### src/rtl/vec_pkg.sv
// vec_pkg: lane-slicing helpers and packer state type shared by the
// vector packer and the reduction tree.
package vec_pkg;

  typedef enum logic [0:0] {
    FILL = 1'b0,
    HOLD = 1'b1
  } vp_state_t;

  // Low bit of lane k in a lane-packed word of w-bit elements.
  function automatic int lane_lo(input int k, input int w);
    return k * w;
  endfunction

  // Width needed to hold an element count from 0 to n inclusive.
  function automatic int count_width(input int n);
    return $clog2(n + 1);
  endfunction

endpackage

### src/rtl/vec_pack_out.sv
// vec_pack_out: output register of the packer. A load always wins over a
// drain, so load+drain in one cycle keeps the valid flag up with new data.
module vec_pack_out #(
  parameter int W_DATA = 128,
  parameter int W_CNT  = 4
) (
  input  logic              clock,
  input  logic              resetn,
  input  logic              i_load,
  input  logic [W_DATA-1:0] i_data,
  input  logic [W_CNT-1:0]  i_count,
  input  logic              i_ready,
  output logic              o_valid,
  output logic [W_DATA-1:0] o_data,
  output logic [W_CNT-1:0]  o_count
);

  logic              r_valid;
  logic [W_DATA-1:0] r_data;
  logic [W_CNT-1:0]  r_count;

  // Output slot: capture a completed vector, drop valid when consumed, else hold.
  always_ff @(posedge clock or negedge resetn) begin
    if (!resetn) begin
      r_valid <= 1'b0;
      r_data  <= '0;
      r_count <= '0;
    end else if (i_load) begin
      r_valid <= 1'b1;
      r_data  <= i_data;
      r_count <= i_count;
    end else if (i_ready) begin
      r_valid <= 1'b0;
    end else begin
      r_valid <= r_valid;
    end
  end

  assign o_valid = r_valid;
  assign o_data  = r_data;
  assign o_count = r_count;

endmodule

### src/rtl/vec_pack.sv
// vec_pack: assembles N W-bit stream elements into one lane-packed vector.
// Fill buffer + lane index + FILL/HOLD FSM live here; the output register
// is vec_pack_out. Short vectors (in_last) are zero-padded.
module vec_pack
  import vec_pkg::*;
#(
  parameter int N  = 8,
  parameter int W  = 16,
  parameter int CW = count_width(N)
) (
  input  logic           clock,
  input  logic           resetn,
  input  logic [W-1:0]   in_data,
  input  logic           in_valid,
  input  logic           in_last,
  output logic           in_ready,
  output logic [W*N-1:0] out_data,
  output logic [CW-1:0]  out_count,
  output logic           out_valid,
  input  logic           out_ready
);

  localparam logic [CW-1:0] LAST_IDX = CW'(N - 1);

  vp_state_t      r_state;
  vp_state_t      w_state_next;
  logic           r_in_ready;
  logic           w_in_ready_next;
  logic [W*N-1:0] r_buf;
  logic [W*N-1:0] w_merged;
  logic [W*N-1:0] w_load_data;
  logic [CW-1:0]  r_idx;
  logic [CW-1:0]  w_idx_inc;
  logic [CW-1:0]  w_load_count;
  logic           w_accept;
  logic           w_final;
  logic           w_slot_free;
  logic           w_load;

  // in_ready is high only in FILL, so w_final also implies FILL.
  assign w_accept    = in_valid & r_in_ready;
  assign w_final     = w_accept & (in_last | (r_idx == LAST_IDX));
  assign w_slot_free = ~out_valid | out_ready;
  assign w_idx_inc   = r_idx + CW'(1'b1);
  assign in_ready    = r_in_ready;

  // Fill buffer with the incoming element written into lane r_idx.
  always_comb begin
    w_merged = r_buf;
    for (int k = 0; k < N; k++) begin
      if (r_idx == CW'(k)) begin
        w_merged[lane_lo(k, W) +: W] = in_data;
      end else begin
        w_merged[lane_lo(k, W) +: W] = r_buf[lane_lo(k, W) +: W];
      end
    end
  end

  // FSM state register; in_ready is registered as the decode of the next state.
  always_ff @(posedge clock or negedge resetn) begin
    if (!resetn) begin
      r_state    <= FILL;
      r_in_ready <= 1'b1;
    end else begin
      r_state    <= w_state_next;
      r_in_ready <= w_in_ready_next;
    end
  end

  // FSM next state: park in HOLD when a vector completes into a busy slot.
  always_comb begin
    w_state_next = r_state;
    case (r_state)
      FILL: begin
        if (w_final && !w_slot_free) begin
          w_state_next = HOLD;
        end else begin
          w_state_next = FILL;
        end
      end
      HOLD: begin
        if (w_slot_free) begin
          w_state_next = FILL;
        end else begin
          w_state_next = HOLD;
        end
      end
      default: w_state_next = FILL;
    endcase
  end

  // FSM outputs: when to load the output slot and from where.
  always_comb begin
    w_load       = 1'b0;
    w_load_data  = r_buf;
    w_load_count = w_idx_inc;
    case (r_state)
      FILL: begin
        w_load      = w_final & w_slot_free;
        w_load_data = w_merged;
      end
      HOLD: begin
        w_load      = w_slot_free;
        w_load_data = r_buf;
      end
      default: begin
        w_load      = 1'b0;
        w_load_data = r_buf;
      end
    endcase
    if (w_state_next == FILL) begin
      w_in_ready_next = 1'b1;
    end else begin
      w_in_ready_next = 1'b0;
    end
  end

  // Fill buffer and lane index: clear on handoff, advance on a non-final
  // accept, keep the index on a final accept that must wait in HOLD so the
  // count is still r_idx+1 when the slot frees up.
  always_ff @(posedge clock or negedge resetn) begin
    if (!resetn) begin
      r_buf <= '0;
      r_idx <= '0;
    end else if (w_load) begin
      r_buf <= '0;
      r_idx <= '0;
    end else if (w_accept && !w_final) begin
      r_buf <= w_merged;
      r_idx <= w_idx_inc;
    end else if (w_final) begin
      r_buf <= w_merged;
      r_idx <= r_idx;
    end else begin
      r_buf <= r_buf;
      r_idx <= r_idx;
    end
  end

  vec_pack_out #(
    .W_DATA (W * N),
    .W_CNT  (CW)
  ) u_out (
    .clock   (clock),
    .resetn  (resetn),
    .i_load  (w_load),
    .i_data  (w_load_data),
    .i_count (w_load_count),
    .i_ready (out_ready),
    .o_valid (out_valid),
    .o_data  (out_data),
    .o_count (out_count)
  );

endmodule

### config.mk
export PLATFORM = sky130hd
export DESIGN_NAME = vec_pack
export DESIGN_NICKNAME = d
export VERILOG_FILES = /design/src/rtl/vec_pkg.sv /design/src/rtl/vec_pack_out.sv /design/src/rtl/vec_pack.sv
export SDC_FILE = /design/constraint.sdc
export NUM_CORES = 1
export LEC_CHECK = 0
export ABC_AREA = 1
export CAP_MARGIN = 25
export CORE_MARGIN = 4
export CORE_UTILIZATION = 50
export CTS_CLUSTER_DIAMETER = 50
export DETAILED_ROUTE_END_ITERATION = 16
export GPL_TIMING_DRIVEN = 1
export MAX_ROUTING_LAYER = met4
export PLACE_DENSITY = 0.82
export SYNTH_ARGS = -nofsm -noshare
export SYNTH_HDL_FRONTEND = slang
export SYNTH_SLANG_ARGS = --single-unit
### constraint.sdc
create_clock -name clock -period 4.8 [get_ports clock]
set_input_delay 0.96 -clock clock [delete_from_list [all_inputs] [get_ports clock]]
set_output_delay 0.96 -clock clock [all_outputs]
set_load 0.01 [all_outputs]
==> results.md, run 1 <==
- Status: completed
- Clock buffer depth: 3
- RSZ-0062 raised after global routing: false
- GR Overflow Total: 0
- Asr flop ratio synth: 100%
- Synth Instances: 2194
- WL/cell: 15.7 um
- Input/output buffers: 154
- Post-synthesis mux area share: 0%
- Fmax: 0.336 GHz
- I/O pin total: 155
- Reg2reg start: r_state$_DFF_PN0_
- N_diodes: 0
- Share of the synthesized area in the top cell type: 45.0%
- Antenna violations before repair: 0
- Register area: 6690 sq um
- Worst EP required: 5.29 ns
- Hold depth: 2
- Logic pwr share: 33.8%
- Clk sink count: 267
- Core area: 28900 sq um
- Post-Syn Area: 14800 sq um
- Max Cap Viol: 0
- Finished Layout Cells: 2681
- Die Y-Extent: 180 um
- CP endpoint kind: flip-flop
- Wirelength, routed: 42.0 mm
- Fraction of synthesized cell area in xor and xnor cells: 0.119%
- Clock network fraction of design power: 29.2%
- Synth Area in Compound Gates: 2.77%
- Net Sw Frac: 35.6%
- Post-synth top flop: dfrtp_1
- First-pass GRT wire length: 69.0 mm
- Setup TNS: 0 ns
- Max VDD drop: 0.302 mV
- Crit path cell chain: inv_4 > nand2_2 > nand2_8 > buf_4 > nand2_1 > inv_1
- Area growth, synth to finish: 17.6%
- Post-synth top cells: nand2_1, nand3_1, inv_1
- CTS Buf Count: 31
- HP Start: u_out.o_count[2]$_DFFE_PN0P_
- DR vias: 14300
- Flop pwr share: 36.9%
- Int Pwr: 5.46 mW
- Worst-case reg-to-reg path depth: 6
- Post-Synth Simple-Gate Area: 39.2%
- Post-Synth Adder-Cell Area: 0.339%
- Critical Path Fanout Max: 122
- Worst Setup Start Kind: flip-flop
- Post-synthesis sequential area ratio: 45.2%
- Max-slew violations: 0
- Hpwl dp: 24.8 mm
- CTS tree: yes
- Avg Vias per Cell: 5.32
- Worst setup path endpoint: r_buf[10]$_DFFE_PN0P_
- Tcrit/Tclk final: 62.0%
- Number of library cell types mapped by synthesis: 21
- Die X: 180 um
- Drt initial violations: 1774
- Worst Setup Path Type: flip-flop to flip-flop
- Largest cells by area after synthesis: dfrtp_1, nand2_1, nand3_1
- Hold Crit Class: flip-flop to flip-flop
- Placed cells: 2624
- Clk slew on worst S/H paths: 0.06 ns
- Clock Skew: 0.00996 ns
- Postcts setup bufs: 0
- Slew HR: 34.5%
- Largest area contributor in the netlist: dfrtp_1
- Antenna viol nets, final: 0
- Leakage: 10.3 nW
- Actual slew at the worst max-slew pin: 0.982 ns
- Largest net degree at the start of global routing: 124
- Crit Reg-Reg Endpoint: r_buf[10]$_DFFE_PN0P_
- CTS Hold Bufs: 0
- Critical Path Start: r_state$_DFF_PN0_
- Die Footprint: 32400 sq um
- Critical path's slowest cell: dfrtp_4
- Final worst path period need: 2.97 ns
- Reg-to-reg slack, setup: 1.83 ns
- Final nets: 2299
- DRC Markers: 0
- Multi-input gate area: 6300 sq um
- Largest family of logic cells by synthesized area: simple AND/OR/NAND/NOR gates
- Layout cells sized above 1: 3.70%
- Resized cells post-CTS: 0
- Switching Power: 3.02 mW
- Final Hold Fails: 0
- Drt first pass iters: 6
- Post-synth EDFFs: 0
- Fillers: 2568
- P per Cell Area: 488 nW/um^2
- Pwr Total: 8.47 mW
- CP arrival: 3.46 ns
- Final core occ: 60.0%
- Top-count cell post-synth: nand2_1
- Max stage delay on crit path: 0.75 ns
- FP Rows: 62
- Syn. warnings: 0
- Final Wtd Congestion: 0.813
- CTS root buf: clkbuf_16
- Initial Util: 51.1%
- Vias in the first global route: 13800
- Total GRT Usage: 26.0%
- Mean Syn Cell Area: 6.74 sq um
- Post-synthesis register bit count: 267
- # H-tree levels: 1
- Setup Viol. Count Final: 0
- Post-synthesis net count: 2219
- Clk_lat worst skew: 0.56 ns
==> routing by layer <==
metal / share of wire, % / global-route usage, % / up-vias
li1: - / - / 6835
met1: 42 / 35.0 / 6663
met2: 45 / 39.3 / 638
met3: 8.9 / 4.35 / 126
met4: 4.5 / 10.6 / 0
met5: 0 / - / -
==> kinds of logic (layout without fill, tap and decap cells) <==
logic type | count (synthesis) | count (layout)
flops | 267 | 267
fa+ha+maj | 4 | 4
buf+inv | 415 | 518
xor+xnor | 2 | 2
simple gates | 1425 | 1425
compound gates | 81 | 81
==> area by class of cell <==
class | count | share of cell area, %
inverters | 288 | 6.25
flip-flops and latches | 267 | 38.5
repair buffers | 174 | 10.0
well taps | 384 | 2.77
multi-input cells | 1512 | 36.3
clock inverters | 15 | 1.22
clock buffers | 41 | 4.97
==> power groups by stage <==
| stage | sequential (mW) | clock (mW) | combinational (mW) |
|---|---|---|---|
| final | 3.13 | 2.48 | 2.87 |
| after global routing | 3.19 | 2.62 | 3.23 |
| after CTS | 3.12 | 2.50 | 2.86 |
| after detailed placement | 3.15 | 0 | 2.83 |
| after global placement | 3.13 | 0 | 2.73 |
| after floorplan | 3.24 | 0 | 1.63 |
==> layout by cell type (no fill, tap or decap), drive strengths merged, types with 2 or more instances in the layout <==
cell,synthesis,layout
nand2,1090,1090
nand3,330,330
inv,288,291
dfrtp,266,266
clkdlybuf4s50,0,153
o21ai,80,80
clkbuf,53,41
buf,74,21
clkinv,0,5
ha,4,4
bufinv,0,4
nor2,4,4
clkinvlp,0,3
xor2,2,2
==> registers in the layout (all words and copies together), names as in the netlist <==
signal / flops
u_out.o_data: 128
in_ready: 1
r_state: 1
u_out.o_count: 4
r_buf: 128
u_out.o_valid: 1
r_idx: 4
==> per-stage QoR <==
step	instance area, sq um	setup WS, ns	hold slack, ns
finish	17400	1.83	0.474
global placement	16300	1.60	0.457
CTS	17300	1.85	0.477
global route	17400	1.66	0.489
detailed placement	16300	1.54	0.462
floorplan	14800	2.79	0.506
==> critical path, delay by kind of cell, from the launching register on <==
family	cells	cell delay, ns
buffers and inverters	3	1.10
and+or+nand+nor	3	1.00
DFF	1	0.75
==> how the worst min path moves through the flow <==
stage | end | slack (ns)
3_5_place_dp | u_out.o_count[3]$_DFFE_PN0P_ | 0.46
6_report | u_out.o_count[2]$_DFFE_PN0P_ | 0.47
2_1_floorplan | u_out.o_count[0]$_DFFE_PN0P_ | 0.51
3_3_place_gp | u_out.o_count[2]$_DFFE_PN0P_ | 0.46
4_1_cts | u_out.o_count[3]$_DFFE_PN0P_ | 0.48
5_1_grt | u_out.o_data[13]$_DFFE_PN0P_ | 0.49
(Power assumes the default switching activity.)
==> run 2, diff against run 1 <==
--- a/config.mk
+++ b/config.mk
@@ -13,7 +13,7 @@
 export DETAILED_ROUTE_END_ITERATION = 16
 export GPL_TIMING_DRIVEN = 1
 export MAX_ROUTING_LAYER = met4
-export PLACE_DENSITY = 0.82
+export PLACE_DENSITY = 0.85
 export SYNTH_ARGS = -nofsm -noshare
 export SYNTH_HDL_FRONTEND = slang
 export SYNTH_SLANG_ARGS = --single-unit
==> constraint.sdc (replaced) <==
create_clock -name clock -period 2.4 [get_ports clock]
set_input_delay 0.48 -clock clock [delete_from_list [all_inputs] [get_ports clock]]
set_output_delay 0.48 -clock clock [all_outputs]
set_load 0.01 [all_outputs]
==> run 2 against run 1 <==
Power is 100% higher. Combinational power is 110% higher. Largest power group unchanged. Setup slack worse by 1.5 ns. Register-to-register slack worse by 1.5 ns. Routed wire length is 1.0% higher. Non-clock buffer count is 33 higher. Critical path depth is 5 lower. Clock power is 100% higher. Cell area is 2.2% higher. Clock-buffer cell count is 3 higher. Sequential cell count stayed put. Critical path type is now flip-flop to output port. Cell count is 1.2% higher.
==> results.md, run 2 (synthesized netlist as in run 1, its figures left out) <==
- Worst EP required: 1.92 ns (-3.37 ns)
- CTS Buf Count: 30 (-3.2%)
- Final nets: 2331 (+1.4%)
- Vias in the first global route: 14200 (+2.6%)
- RSZ-0062 raised after global routing: false
- Clock network fraction of design power: 29.0% (-0.2 points)
- Actual slew at the worst max-slew pin: 0.647 ns (-0.335 ns)
- Max Cap Viol: 0 (unchanged)
- Die Footprint: 32400 sq um (unchanged)
- Clock Skew: 0.0145 ns (+0.00454 ns)
- Drt initial violations: 1998 (+13%)
- Largest delay contributor family on the critical path: flip-flops
- CP Buf/Inv Count: 1 (-2)
- Most frequent cells in the layout: nand2_1, nand3_1, inv_1
- WL/cell: 15.6 um (-0.22%)
- # H-tree levels: 1 (unchanged)
- Core area: 28900 sq um (unchanged)
- Critical Path Fanout Max: 2 (-98%)
- Critical path's slowest cell: dfstp_2
- Int Pwr: 11.1 mW (+100%)
- Clk slew on worst S/H paths: 0.06 ns (about the same)
- Input/output buffers: 154 (unchanged)
- Max-slew violations: 0 (unchanged)
- Layout cells sized above 1: 4.89% (+1.2 points)
- Status: completed
- GR Overflow Total: 0 (unchanged)
- N_diodes: 0 (unchanged)
- Final Wtd Congestion: 0.825 (+1.5%)
- DRC Markers: 0 (unchanged)
- Final worst path period need: 2.11 ns
- CP endpoint kind: output port
- Postcts setup bufs: 0 (unchanged)
- Max VDD drop: 0.601 mV (+99%)
- Area growth, synth to finish: 20.1%
- Setup TNS: 0 ns (unchanged)
- Max stage delay on crit path: 0.54 ns (-0.21 ns)
- DP Area: 16700 sq um (+2.4%)
- Logic pwr share: 34.5% (+0.7 points)
- Tcrit/Tclk final: 88.0%
- Antenna viol nets, final: 0 (unchanged)
- Antenna violations before repair: 0 (unchanged)
- Fin area: 17700 sq um (+2.2%)
- Clk_lat worst skew: 0.56 ns (about the same)
- Resized cells post-CTS: 0 (unchanged)
- Largest net degree at the start of global routing: 129 (+4.0%)
- Hpwl dp: 26.3 mm (+6.2%)
- Total GRT Usage: 26.4% (+0.42 points)
- Commonest non-fill, non-tap cell in the layout: nand2_1
- Final Hold Fails: 0 (unchanged)
- P per Cell Area: 964 nW/um^2 (+98%)
- FP Rows: 62 (unchanged)
- Die Y-Extent: 180 um (unchanged)
- Leakage: 10.5 nW (+2.0%)
- Hold Crit Class: input pin to asynchronous set/reset pin
- Clock buffer depth: 3 (unchanged)
- Switching Power: 6.01 mW (+99%)
- Die X: 180 um (unchanged)
- CP arrival: 1.63 ns (-1.83 ns)
- Drt first pass iters: 6 (unchanged)
- Crit path cell chain: clkdlybuf4s50_1
- Final core occ: 61.3% (+1.3 points)
- Clk sink count: 267 (unchanged)
- First-pass GRT wire length: 70.4 mm (+2.0%)
- DR vias: 14600 (+2.1%)
- Fmax: 0.474 GHz
- Flop pwr share: 36.5% (-0.4 points)
- Avg Vias per Cell: 5.37 (+0.88%)
- Worst Setup Path Type: flip-flop to output port
- CTS root buf: clkbuf_16
- CTS Hold Bufs: 1 (+1)
- Slew HR: 56.9% (+22 points)
- Net Sw Frac: 35.1% (-0.47 points)
- I/O pin total: 155 (unchanged)
- CTS tree: yes
- Worst Setup Start Kind: flip-flop
- Initial Util: 51.1% (unchanged)
- Setup Viol. Count Final: 0 (unchanged)
- Wirelength, routed: 42.4 mm (+1.0%)
## run 2: layout make-up
cell class / instances / area, sq um
clock buffer: 44 / 875
clock inverter: 12 / 198
fill: 2509 / 11200
inverter: 288 / 1090
multi-input combinational: 1512 / 6300
sequential: 267 / 6690
tap: 384 / 480
timing repair buffer: 207 / 2120
## run 2: layer usage
layer / wire (um) / GRT usage [%] / vias to the layer above / part of all wire, %
met5: 0 / - / - / 0
li1: - / - / 6897 / -
met4: 1640 / 10.0 / 0 / 3.9
met1: 16700 / 34.2 / 6793 / 39
met2: 19700 / 41.3 / 728 / 47
met3: 4330 / 5.32 / 146 / 10
## run 2: through the flow
step / hold WS (ns) / worst slack [ns] / total power, mW / instances
after detailed placement: 0.463 / 0.118 / 12.1 / 2657
after global placement: 0.454 / 0.182 / 11.9 / 2657
after global routing: 0.492 / 0.137 / 18.2 / 2714
after CTS: 0.482 / 0.268 / 17.1 / 2714
final: 0.470 / 0.289 / 17.1 / 2714
after floorplan: 0.184 / 0.661 / 9.75 / 2194
## run 2: path summary, 6_finish.rpt
path,slack (ns),cells past startpoint,startpoint,endpoint
worst max-delay path,0.29,1,in_ready$_DFF_PN1_,in_ready
worst min-delay path,0.47,2,resetn,r_buf[13]$_DFFE_PN0P_
worst max register to register,0.30,8,r_idx[1]$_DFFE_PN0P_,u_out.o_data[49]$_DFFE_PN0P_
worst min register to register,0.48,2,u_out.o_data[46]$_DFFE_PN0P_,u_out.o_data[46]$_DFFE_PN0P_
max in group asynchronous,1.12,3,resetn,r_buf[64]$_DFFE_PN0P_
min in group clock,0.48,2,u_out.o_data[46]$_DFFE_PN0P_,u_out.o_data[46]$_DFFE_PN0P_
## run 2: power groups by stage
| stage | clock [mW] | combinational [mW] | sequential, mW |
|---|---|---|---|
| 2_1_floorplan | 0 | 3.27 | 6.48 |
| 3_3_place_gp | 0 | 5.58 | 6.27 |
| 3_5_place_dp | 0 | 5.84 | 6.30 |
| 4_1_cts | 5.01 | 5.89 | 6.24 |
| 5_1_grt | 5.21 | 6.65 | 6.38 |
| 6_report | 4.97 | 5.90 | 6.24 |
## run 2: worst reg2reg max path, cell delays in order (launching register included)
cell     delay [ns]
dfrtp_1        0.46
ha_1           0.27
buf_4          0.28
nand2_1        0.43
nand2_1        0.21
nand3_1        0.10
nand2_1        0.15
nand2_1        0.07
nand2_1        0.07
